$ cat src/rtl/accel_feeder_if.sv
// Handshake and data bundle between accel_feeder, its operand producer,
// the accel datapath and the result consumer.
interface accel_feeder_if;
  logic        in_valid_i;
  logic        in_ready_o;
  logic [7:0]  in_a_i;
  logic [7:0]  in_b_i;
  logic        acc_start_o;
  logic [7:0]  acc_a_o;
  logic [7:0]  acc_b_o;
  logic        acc_busy_i;
  logic [15:0] acc_y_i;
  logic        res_valid_o;
  logic        res_ready_i;
  logic [15:0] res_y_o;
  logic [15:0] done_cnt_o;
  logic        err_o;

  modport slave (
    input  in_valid_i, in_a_i, in_b_i, acc_busy_i, acc_y_i, res_ready_i,
    output in_ready_o, acc_start_o, acc_a_o, acc_b_o, res_valid_o, res_y_o,
           done_cnt_o, err_o
  );

  modport master (
    output in_valid_i, in_a_i, in_b_i, acc_busy_i, acc_y_i, res_ready_i,
    input  in_ready_o, acc_start_o, acc_a_o, acc_b_o, res_valid_o, res_y_o,
           done_cnt_o, err_o
  );
endinterface

$ cat src/rtl/accel_feeder.sv
// Operand FIFO, start/busy sequencer and result slot in front of the accel datapath.
// Define ACC_FEEDER_WDOG_EN to enable the WAIT_HI/WAIT_LO watchdog abort and err_o.
module accel_feeder #(
  parameter int unsigned DEPTH       = 4,
  parameter int unsigned WDOG_CYCLES = 64
) (
  input  logic          clk_i,
  input  logic          rst_i,
  accel_feeder_if.slave bus
);
  localparam int unsigned AW = $clog2(DEPTH);

  if (DEPTH < 2 || (DEPTH & (DEPTH - 1)) != 0 || WDOG_CYCLES == 0) begin : g_bad_cfg
    $error("accel_feeder: DEPTH must be a power of two >= 2 and WDOG_CYCLES > 0");
  end

  typedef enum logic [1:0] {IDLE, ISSUE, WAIT_HI, WAIT_LO} state_t;
  state_t state, state_nxt;

  logic [7:0] mem_a [DEPTH];
  logic [7:0] mem_b [DEPTH];
  logic [AW:0] wr_ptr, rd_ptr;
  logic full, empty, push, pop, capture, abort, timeout;

  // Extra pointer bit distinguishes full from empty when the indices match.
  assign empty = (wr_ptr == rd_ptr);
  assign full  = (wr_ptr[AW] != rd_ptr[AW]) && (wr_ptr[AW-1:0] == rd_ptr[AW-1:0]);
  assign push  = bus.in_valid_i && !full;
  assign bus.in_ready_o = !full;

  always_comb begin
    state_nxt = state;
    pop       = 1'b0;
    capture   = 1'b0;
    abort     = 1'b0;
    case (state)
      IDLE: begin
        if (!empty && !bus.res_valid_o) begin
          pop       = 1'b1;
          state_nxt = ISSUE;
        end
      end
      ISSUE: state_nxt = WAIT_HI;
      WAIT_HI: begin
        if (timeout) begin
          abort     = 1'b1;
          state_nxt = IDLE;
        end else if (bus.acc_busy_i) begin
          state_nxt = WAIT_LO;
        end
      end
      WAIT_LO: begin
        // A busy fall on the timeout cycle still counts as a normal completion.
        if (!bus.acc_busy_i) begin
          capture   = 1'b1;
          state_nxt = IDLE;
        end else if (timeout) begin
          abort     = 1'b1;
          state_nxt = IDLE;
        end
      end
      default: state_nxt = IDLE;
    endcase
  end

  always_ff @(posedge clk_i) begin
    if (push) begin
      mem_a[wr_ptr[AW-1:0]] <= bus.in_a_i;
      mem_b[wr_ptr[AW-1:0]] <= bus.in_b_i;
    end
  end

  always_ff @(posedge clk_i) begin
    if (rst_i) begin
      state           <= IDLE;
      wr_ptr          <= '0;
      rd_ptr          <= '0;
      bus.acc_start_o <= 1'b0;
      bus.acc_a_o     <= '0;
      bus.acc_b_o     <= '0;
      bus.res_valid_o <= 1'b0;
      bus.res_y_o     <= '0;
      bus.done_cnt_o  <= '0;
    end else begin
      state           <= state_nxt;
      bus.acc_start_o <= (state_nxt == ISSUE);
      if (push) wr_ptr <= wr_ptr + (AW + 1)'(1);
      if (pop) begin
        rd_ptr      <= rd_ptr + (AW + 1)'(1);
        bus.acc_a_o <= mem_a[rd_ptr[AW-1:0]];
        bus.acc_b_o <= mem_b[rd_ptr[AW-1:0]];
      end
      if (capture) begin
        bus.res_y_o     <= bus.acc_y_i;
        bus.res_valid_o <= 1'b1;
        bus.done_cnt_o  <= bus.done_cnt_o + 16'd1;
      end else if (abort) begin
        bus.res_y_o     <= '1;
        bus.res_valid_o <= 1'b1;
      end else if (bus.res_valid_o && bus.res_ready_i) begin
        bus.res_valid_o <= 1'b0;
      end
    end
  end

`ifdef ACC_FEEDER_WDOG_EN
  localparam int unsigned WW = $clog2(WDOG_CYCLES + 1);
  logic [WW-1:0] wdog_cnt;

  // Fires on the cycle whose increment would bring the count to WDOG_CYCLES.
  assign timeout = (wdog_cnt == WW'(WDOG_CYCLES - 1));

  always_ff @(posedge clk_i) begin
    if (rst_i) begin
      wdog_cnt  <= '0;
      bus.err_o <= 1'b0;
    end else begin
      if (state == ISSUE) wdog_cnt <= '0;
      else if (state == WAIT_HI || state == WAIT_LO) wdog_cnt <= wdog_cnt + WW'(1);
      if (abort) bus.err_o <= 1'b1;
    end
  end
`else
  assign timeout   = 1'b0;
  assign bus.err_o = 1'b0;
`endif
endmodule

$ cat src/flat_wrapper.sv
// flat-port wrapper written by rule: the top's interface ports become plain ports
module accel_feeder_flat 
#(
  parameter int unsigned DEPTH       = 4,
  parameter int unsigned WDOG_CYCLES = 64
)
  (clk_i, rst_i, bus_in_valid_i, bus_in_a_i, bus_in_b_i, bus_acc_busy_i, bus_acc_y_i, bus_res_ready_i, bus_in_ready_o, bus_acc_start_o, bus_acc_a_o, bus_acc_b_o, bus_res_valid_o, bus_res_y_o, bus_done_cnt_o, bus_err_o);
  accel_feeder_if bus_i ();
  input  logic clk_i;
  input  logic rst_i;
  input wire logic [$bits(bus_i.in_valid_i)-1:0] bus_in_valid_i;
  input wire logic [$bits(bus_i.in_a_i)-1:0] bus_in_a_i;
  input wire logic [$bits(bus_i.in_b_i)-1:0] bus_in_b_i;
  input wire logic [$bits(bus_i.acc_busy_i)-1:0] bus_acc_busy_i;
  input wire logic [$bits(bus_i.acc_y_i)-1:0] bus_acc_y_i;
  input wire logic [$bits(bus_i.res_ready_i)-1:0] bus_res_ready_i;
  output wire logic [$bits(bus_i.in_ready_o)-1:0] bus_in_ready_o;
  output wire logic [$bits(bus_i.acc_start_o)-1:0] bus_acc_start_o;
  output wire logic [$bits(bus_i.acc_a_o)-1:0] bus_acc_a_o;
  output wire logic [$bits(bus_i.acc_b_o)-1:0] bus_acc_b_o;
  output wire logic [$bits(bus_i.res_valid_o)-1:0] bus_res_valid_o;
  output wire logic [$bits(bus_i.res_y_o)-1:0] bus_res_y_o;
  output wire logic [$bits(bus_i.done_cnt_o)-1:0] bus_done_cnt_o;
  output wire logic [$bits(bus_i.err_o)-1:0] bus_err_o;
  assign bus_i.in_valid_i = bus_in_valid_i;
  assign bus_i.in_a_i = bus_in_a_i;
  assign bus_i.in_b_i = bus_in_b_i;
  assign bus_i.acc_busy_i = bus_acc_busy_i;
  assign bus_i.acc_y_i = bus_acc_y_i;
  assign bus_i.res_ready_i = bus_res_ready_i;
  assign bus_in_ready_o = bus_i.in_ready_o;
  assign bus_acc_start_o = bus_i.acc_start_o;
  assign bus_acc_a_o = bus_i.acc_a_o;
  assign bus_acc_b_o = bus_i.acc_b_o;
  assign bus_res_valid_o = bus_i.res_valid_o;
  assign bus_res_y_o = bus_i.res_y_o;
  assign bus_done_cnt_o = bus_i.done_cnt_o;
  assign bus_err_o = bus_i.err_o;
  accel_feeder #(.DEPTH(DEPTH), .WDOG_CYCLES(WDOG_CYCLES)) u_core (.clk_i(clk_i), .rst_i(rst_i), .bus(bus_i));
endmodule
$ cat config.mk
export PLATFORM = sky130hd
export DESIGN_NAME = accel_feeder_flat
export DESIGN_NICKNAME = d
export VERILOG_FILES = /design/src/rtl/accel_feeder_if.sv /design/src/rtl/accel_feeder.sv /design/src/flat_wrapper.sv
export SDC_FILE = /design/constraint.sdc
export NUM_CORES = 1
export LEC_CHECK = 0
export ABC_CLOCK_PERIOD_IN_PS = 4800
export CAP_MARGIN = 20
export CELL_PAD_IN_SITES_DETAIL_PLACEMENT = 1
export CELL_PAD_IN_SITES_GLOBAL_PLACEMENT = 1
export CORE_MARGIN = 4
export CORE_UTILIZATION = 34
export CTS_CLUSTER_SIZE = 8
export DETAILED_ROUTE_END_ITERATION = 7
export PLACE_DENSITY = 0.72
export SLEW_MARGIN = 0
export SYNTH_ARGS = -nofsm -noshare
export SYNTH_HDL_FRONTEND = slang
export SYNTH_SLANG_ARGS = --single-unit
$ cat constraint.sdc
create_clock -name clk_i -period 4.8 [get_ports clk_i]
set_clock_uncertainty 0.1 [all_clocks]
set_input_delay 0.96 -clock clk_i [delete_from_list [all_inputs] [get_ports clk_i]]
set_output_delay 0.96 -clock clk_i [all_outputs]
set_load 0.01 [all_outputs]
==> out/qor.csv, run 1 <==
stage;metric;value;unit
clock_network;clock latency on the worst-skew pair;420;ps
drt;antenna-violating nets left;0;
timing;Final min period;3494;ps
critical_path;Worst Reg2Reg Path Length in Cells;3;
global_route;global-route wire length before repair;16.70;mm
critical_path;Critical Path Source Type;flop;
floorplanning;starting density of the core;35.00;%
critical_path;CP Data Arrival Time;2430;ps
critical_path;Critical Path Sink Type;output port;
yosys;YS warnings;0;
floorplanning;placeable core area;13400;sq um
critical_path;Worst Setup Path Type;flop to output port;
drt;DRC viols;0;
yosys;Avg Cell Area, Syn;13.68;sq um
global_route;largest net degree at the start of global routing;36;
drt;total wire length;10.41;mm
yosys;syn nets;386;
finish;area grow syn2layout;35.32;%
floorplanning;Boundary Pins;89;
finish;final core utilization;47.37;%
timing;maximum clock rate;286.2;MHz
pwr;Worst VDD drop;0.0002997;V
yosys;Seq/Total Area, Yosys;65.72;%
global_route;initial antenna violation count;0;
timing;Sum Neg Setup Slack;0;ps
yosys;Most used DFF post-synth;edfxtp_1;
placed_design;GP Congestion;0.7462;
clock_network;H-Tree Depth;4;
finish;n_diodes;0;
timing;Slew @ Worst Pin;942.0;ps
floorplanning;Placement Rows;42;
yosys;register bit count reported by yosys;122;
timing;Rel. slew slack;37.12;%
placed_design;dpl hpwl;6.719;mm
clock_network;CTS root buf;clkbuf_16;
timing;part of the cycle the worst path needs;72.78;%
floorplanning;chip height;125.5;microns
pwr;Leakage;2.180;nW
drt;routed vias;2990;
drt;DRT iter0 DRCs;169;
timing;fin worst setup slack;1306;ps
run;MaxCap Viol Count;0;
drt;Initial DRT Pass Iterations;4;
clock_network;CTS Buf Count;17;
yosys;Gate Count Post-Synth;343;
pwr;PwrDens;522.1;nW/um^2
clock_network;clk buf depth;2;
clock_network;TritonCTS clock tree;built;
global_route;vias in the first global route;3181;
yosys;Post-synth ARST share;0;%
clock_network;post-CTS sizing;0;
clock_network;Clock Pin Slew Worst Setup and Hold Paths;60;ps
yosys;synth unique cells;39;
timing;Final Hold Viols;0;
hold_path;Min-Delay Path Depth;2;
global_route;gr ovfl total;0;
finish;Nets;477;
placed_design;dpl ws;1290;ps
timing;Finish-stage setup viols;0;
clock_network;Setup Buffers After CTS;0;
pwr;total power;3.314;mW
finish;fraction of layout cells with a size suffix above 1;12.53;%
hold_path;worst hold path class;flop to flop;
placed_design;PortBufs;87;
clock_network;Post-CTS Hold Buffers;0;
drt;wire per inst;16.71;microns
critical_path;Worst Path Required;3740;ps
placed_design;Post-DP Area;5699;sq um
drt;DR vias/cell;4.799;
critical_path;crit-path max FO;19;
yosys;number of synthesized flops with an enable pin;64;
floorplanning;Die Wd;125.5;microns
outcome;run status;finished, final reports clean;
global_route;gr usage total;13.81;%
yosys;Syn Std Cell Area;4691;sq um
timing;Final Max Tran Viols;0;
timing;RSZ-0062 raised after global routing;false;
finish;Post-Layout Inst Area;6347;sq um
clock_network;clock sinks;122;
floorplanning;DIE AREA;15740;sq um
==> layout by cell type, fill, tap and decap left out, types with 3 or more instances in the layout <==
master | netlist | routed
bufinv_16 | 0 | 5
mux2i_1 | 18 | 18
a21oi_1 | 24 | 24
nand2_1 | 38 | 38
clkinv_4 | 0 | 3
edfxtp_1 | 64 | 64
dfxtp_1 | 58 | 58
or3_1 | 3 | 3
nand4_1 | 7 | 7
clkdlybuf4s50_1 | 0 | 86
nand3_1 | 3 | 3
nor2b_1 | 3 | 3
and3_1 | 3 | 3
nor3_1 | 3 | 3
nor2_1 | 35 | 35
xnor2_1 | 8 | 8
ha_1 | 6 | 6
xor2_1 | 7 | 7
and2_1 | 4 | 4
mux4_2 | 16 | 16
inv_1 | 5 | 5
clkbuf_16 | 0 | 17
==> final cells by class <==
class	instances	area (sq um)
Clock buffer	18	429.2
Clock inverter	14	219.0
Fill cell	1379	7053
Inverter	5	18.77
Multi-Input combinational cell	198	1476
Sequential cell	122	3083
Tap cell	176	220.2
Timing Repair Buffer	90	900.9
==> logic make-up after synthesis <==
group | synth area share, %
xor gates and xnor gates | 3.148
adders and majority gates | 1.600
buffers and inverters | 2.801
muxes | 12.00
AOI/OAI and AO/OA | 3.921
DFF | 65.72
other | 0.07994
and+or+nand+nor | 10.72
==> state kept, by name, summed over array words and instances, names as in the netlist <==
name	count
u_core.state	2
u_core.bus.res_valid_o	1
u_core.bus.acc_start_o	1
u_core.bus.acc_a_o	8
u_core.bus.done_cnt_o	16
u_core.wr_ptr	3
u_core.mem_a	32
u_core.mem_b	32
u_core.bus.acc_b_o	8
u_core.bus.res_y_o	16
u_core.rd_ptr	3
==> worst max-delay path, cell delays in order, from the launching register on <==
cell	delay, ps
dfxtp_1	940
xor2_2	190
or3_1	400
clkdlybuf4s50_1	480
==> power by group <==
part	internal, mW	switching (mW)
Clock	0.924	0.473
Sequential	1.21	0.0746
Combinational	0.343	0.289
==> worst paths after layout <==
path                         start                    end  slack, ps
min reg2reg  u_core.bus.res_y_o[3]  u_core.bus.res_y_o[3]        360
max               u_core.rd_ptr[1]         bus_in_ready_o       1310
min          u_core.bus.res_y_o[3]  u_core.bus.res_y_o[3]        360
max reg2reg       u_core.rd_ptr[1]     u_core.mem_b[0][2]       2130
==> synthesized netlist by cell type (all sizes together), types with 4 or more instances <==
cell    number  area [sq um]
ha           6         75.07
inv          5         18.77
a21oi       24         120.1
nand4        7         43.79
buf         12         90.08
and2         4         25.02
nor3         4         25.02
nand2       38         142.6
edfxtp      64          1922
mux4        16         360.4
dfxtp       58          1161
xnor2        8         70.07
clkbuf       6         22.52
mux2i       18         180.2
nor2        35         131.4
xor2         8         77.58
==> layer usage <==
metal | GRT usage [%] | share of wire, %
met1 | 16.56 | 43
met2 | 22.18 | 49
met5 | 0 | 0
met3 | 5.117 | 5.8
met4 | 6.250 | 1.5
==> through the flow <==
step,hold WS [ps],std cells
after global routing,385.3,623
after detailed placement,346.9,591
after floorplan,380.5,343
final,355.5,623
after CTS,354.9,623
after global placement,341.4,590
Power figures use the tool's default switching activity.
==> run 2, diff against run 1 <==
--- a/config.mk
+++ b/config.mk
@@ -5,7 +5,7 @@
 export SDC_FILE = /design/constraint.sdc
 export NUM_CORES = 1
 export LEC_CHECK = 0
-export ABC_CLOCK_PERIOD_IN_PS = 4800
+export ABC_CLOCK_PERIOD_IN_PS = 3200
 export CAP_MARGIN = 20
 export CELL_PAD_IN_SITES_DETAIL_PLACEMENT = 1
 export CELL_PAD_IN_SITES_GLOBAL_PLACEMENT = 1
@@ -13,7 +13,7 @@
 export CORE_UTILIZATION = 34
 export CTS_CLUSTER_SIZE = 8
 export DETAILED_ROUTE_END_ITERATION = 7
-export PLACE_DENSITY = 0.72
+export PLACE_DENSITY = 0.75
 export SLEW_MARGIN = 0
 export SYNTH_ARGS = -nofsm -noshare
 export SYNTH_HDL_FRONTEND = slang
==> constraint.sdc (replaced) <==
create_clock -name clk_i -period 3.2 [get_ports clk_i]
set_clock_uncertainty 0.1 [all_clocks]
set_input_delay 0.64 -clock clk_i [delete_from_list [all_inputs] [get_ports clk_i]]
set_output_delay 0.64 -clock clk_i [all_outputs]
set_load 0.01 [all_outputs]
==> out/qor.csv, run 2 (same netlist as run 1, synthesis figures left out) <==
stage;metric;value;unit;change
clock_network;H-Tree Depth;4;;unchanged
global_route;vias in the first global route;3342;;+5.1%
global_route;gr ovfl total;0;;unchanged
placed_design;dpl hpwl;7.048;mm;+4.9%
clock_network;clock latency on the worst-skew pair;410;ps;about the same
finish;Nets;483;;+1.3%
timing;part of the cycle the worst path needs;81.49;%;
pwr;switching power;1.307;mW;+56%
floorplanning;Placement Rows;42;;unchanged
timing;Final min period;2608;ps;
timing;maximum clock rate;383.5;MHz;
drt;DR vias/cell;4.742;;-1.2%
pwr;Worst VDD drop;0.0005321;V;+78%
timing;Final Hold Viols;0;;unchanged
clock_network;Post-CTS Hold Buffers;0;;unchanged
placed_design;dpl ws;723.6;ps;-566.9 ps
drt;DRC viols;0;;unchanged
timing;hold slack final;355.3;ps;-0.2640 ps
finish;commonest non-fill, non-tap cells in the layout;clkdlybuf4s50_1, edfxtp_1, dfxtp_1;;
floorplanning;Boundary Pins;89;;unchanged
global_route;initial antenna violation count;0;;unchanged
drt;wire per inst;16.69;microns;-0.15%
pwr;sw frac;27.58;%;+2.3 points
timing;Sum Neg Setup Slack;0;ps;unchanged
floorplanning;placeable core area;13400;sq um;unchanged
critical_path;Worst Setup SP;u_core.wr_ptr[1];;
clock_network;Clock Pin Slew Worst Setup and Hold Paths;60;ps;about the same
hold_path;worst hold path class;flop to flop;;
run;MaxCap Viol Count;0;;unchanged
timing;fin worst setup slack;592.2;ps;-714.2 ps
drt;total wire length;10.50;mm;+0.82%
clock_network;Setup Buffers After CTS;0;;unchanged
global_route;largest net degree at the start of global routing;37;;+2.8%
critical_path;Worst Path Required;2460;ps;-1280 ps
timing;RSZ-0062 raised after global routing;false;;
clock_network;TritonCTS clock tree;built;;
finish;n_diodes;0;;unchanged
clock_network;CTS Buf Count;17;;unchanged
timing;Rel. slew slack;51.59;%;+14 points
global_route;gr usage total;14.02;%;+0.22 points
global_route;global-route wire length before repair;17.11;mm;+2.4%
hold_path;min-delay src;u_core.bus.res_y_o[2];;
timing;Slew @ Worst Pin;726.1;ps;-215.9 ps
drt;DRT iter0 DRCs;98;;-42%
pwr;Internal;3.431;mW;+39%
floorplanning;starting density of the core;35.00;%;unchanged
clock_network;CTS root buf;clkbuf_16;;
finish;area grow syn2layout;34.52;%;
timing;Finish-stage setup viols;0;;unchanged
pwr;PwrDens;751.0;nW/um^2;+44%
clock_network;post-CTS sizing;0;;unchanged
clock_network;clock sinks;122;;unchanged
critical_path;reg-to-reg startpoint;u_core.wr_ptr[0];;
drt;Initial DRT Pass Iterations;4;;unchanged
critical_path;CP Data Arrival Time;1870;ps;-560 ps
floorplanning;Die Wd;125.5;microns;unchanged
placed_design;GP Congestion;0.7396;;-0.88%
floorplanning;chip height;125.5;microns;unchanged
timing;Final Max Tran Viols;0;;unchanged
pwr;total power;4.738;mW;+43%
pwr;clock power share;38.9;%;-3.2 points
clock_network;clk buf depth;2;;unchanged
pwr;Leakage;2.179;nW;about the same
critical_path;crit-path max FO;5;;-14
finish;fraction of layout cells with a size suffix above 1;13.91;%;+1.4 points
critical_path;Worst Setup Path Type;flop to output port;;
outcome;run status;finished, final reports clean;;
pwr;power share of the combinational group;20.7;%;+1.6 points
floorplanning;DIE AREA;15740;sq um;unchanged
finish;most common cell after layout, fill and taps aside;clkdlybuf4s50_1;;
placed_design;PortBufs;87;;unchanged
critical_path;Critical Path Source Type;flop;;
critical_path;Critical Path Sink Type;output port;;
pwr;register share of total power;40.4;%;+1.6 points
drt;antenna-violating nets left;0;;unchanged
drt;routed vias;2983;;-0.23%
==> run 2: worst max-delay path: stages (launching register included) <==
cell and delay [ps]:
dfxtp_1 380, xor2_2 220, or3_1 360, clkdlybuf4s50_1 500
==> run 2: power by group through the flow <==
stage          Sequential, mW  Combinational [mW]  Clock, mW
2_1_floorplan            1.96               0.620          0
3_3_place_gp             1.93               0.974          0
3_5_place_dp             1.95                1.00          0
4_1_cts                  1.92                1.01       1.89
5_1_grt                  1.93                1.07       1.98
6_report                 1.92               0.979       1.84
==> run 2: stage by stage <==
step | area [sq um] | utilization (%) | cells
4_1_cts | 6310 | 47.09 | 629
3_3_place_gp | 5732 | 42.77 | 597
6_report | 6310 | 47.09 | 629
5_1_grt | 6310 | 47.09 | 629
2_1_floorplan | 4691 | - | 343
3_5_place_dp | 5732 | 42.77 | 597
==> run 2: cell type report <==
type | instances | area (sq um)
timing repair buffer | 96 | 933.4
tap | 176 | 220.2
inverter | 5 | 18.77
sequential | 122 | 3083
multi-input combinational | 198 | 1476
fill | 1400 | 7091
clock buffer | 17 | 425.4
clock inverter | 15 | 152.6
==> run 2: per-layer routing <==
metal | share of wire, % | up-vias | wire length (microns) | GRT usage (%)
li1 | - | 1426 | - | -
met2 | 50 | 90 | 5239 | 23.47
met1 | 43 | 1459 | 4562 | 16.54
met5 | 0 | - | 0 | 0
met3 | 5.7 | 8 | 596 | 5.117
met4 | 0.94 | 0 | 99 | 5.230
==> run 2: final timing paths <==
check / cells past startpoint / endpoint / slack, ps
max: 3 / bus_in_ready_o / 590
min: 2 / u_core.bus.res_y_o[2] / 360
max reg2reg: 4 / u_core.mem_a[3][4] / 1390
min reg2reg: 2 / u_core.bus.res_y_o[2] / 360
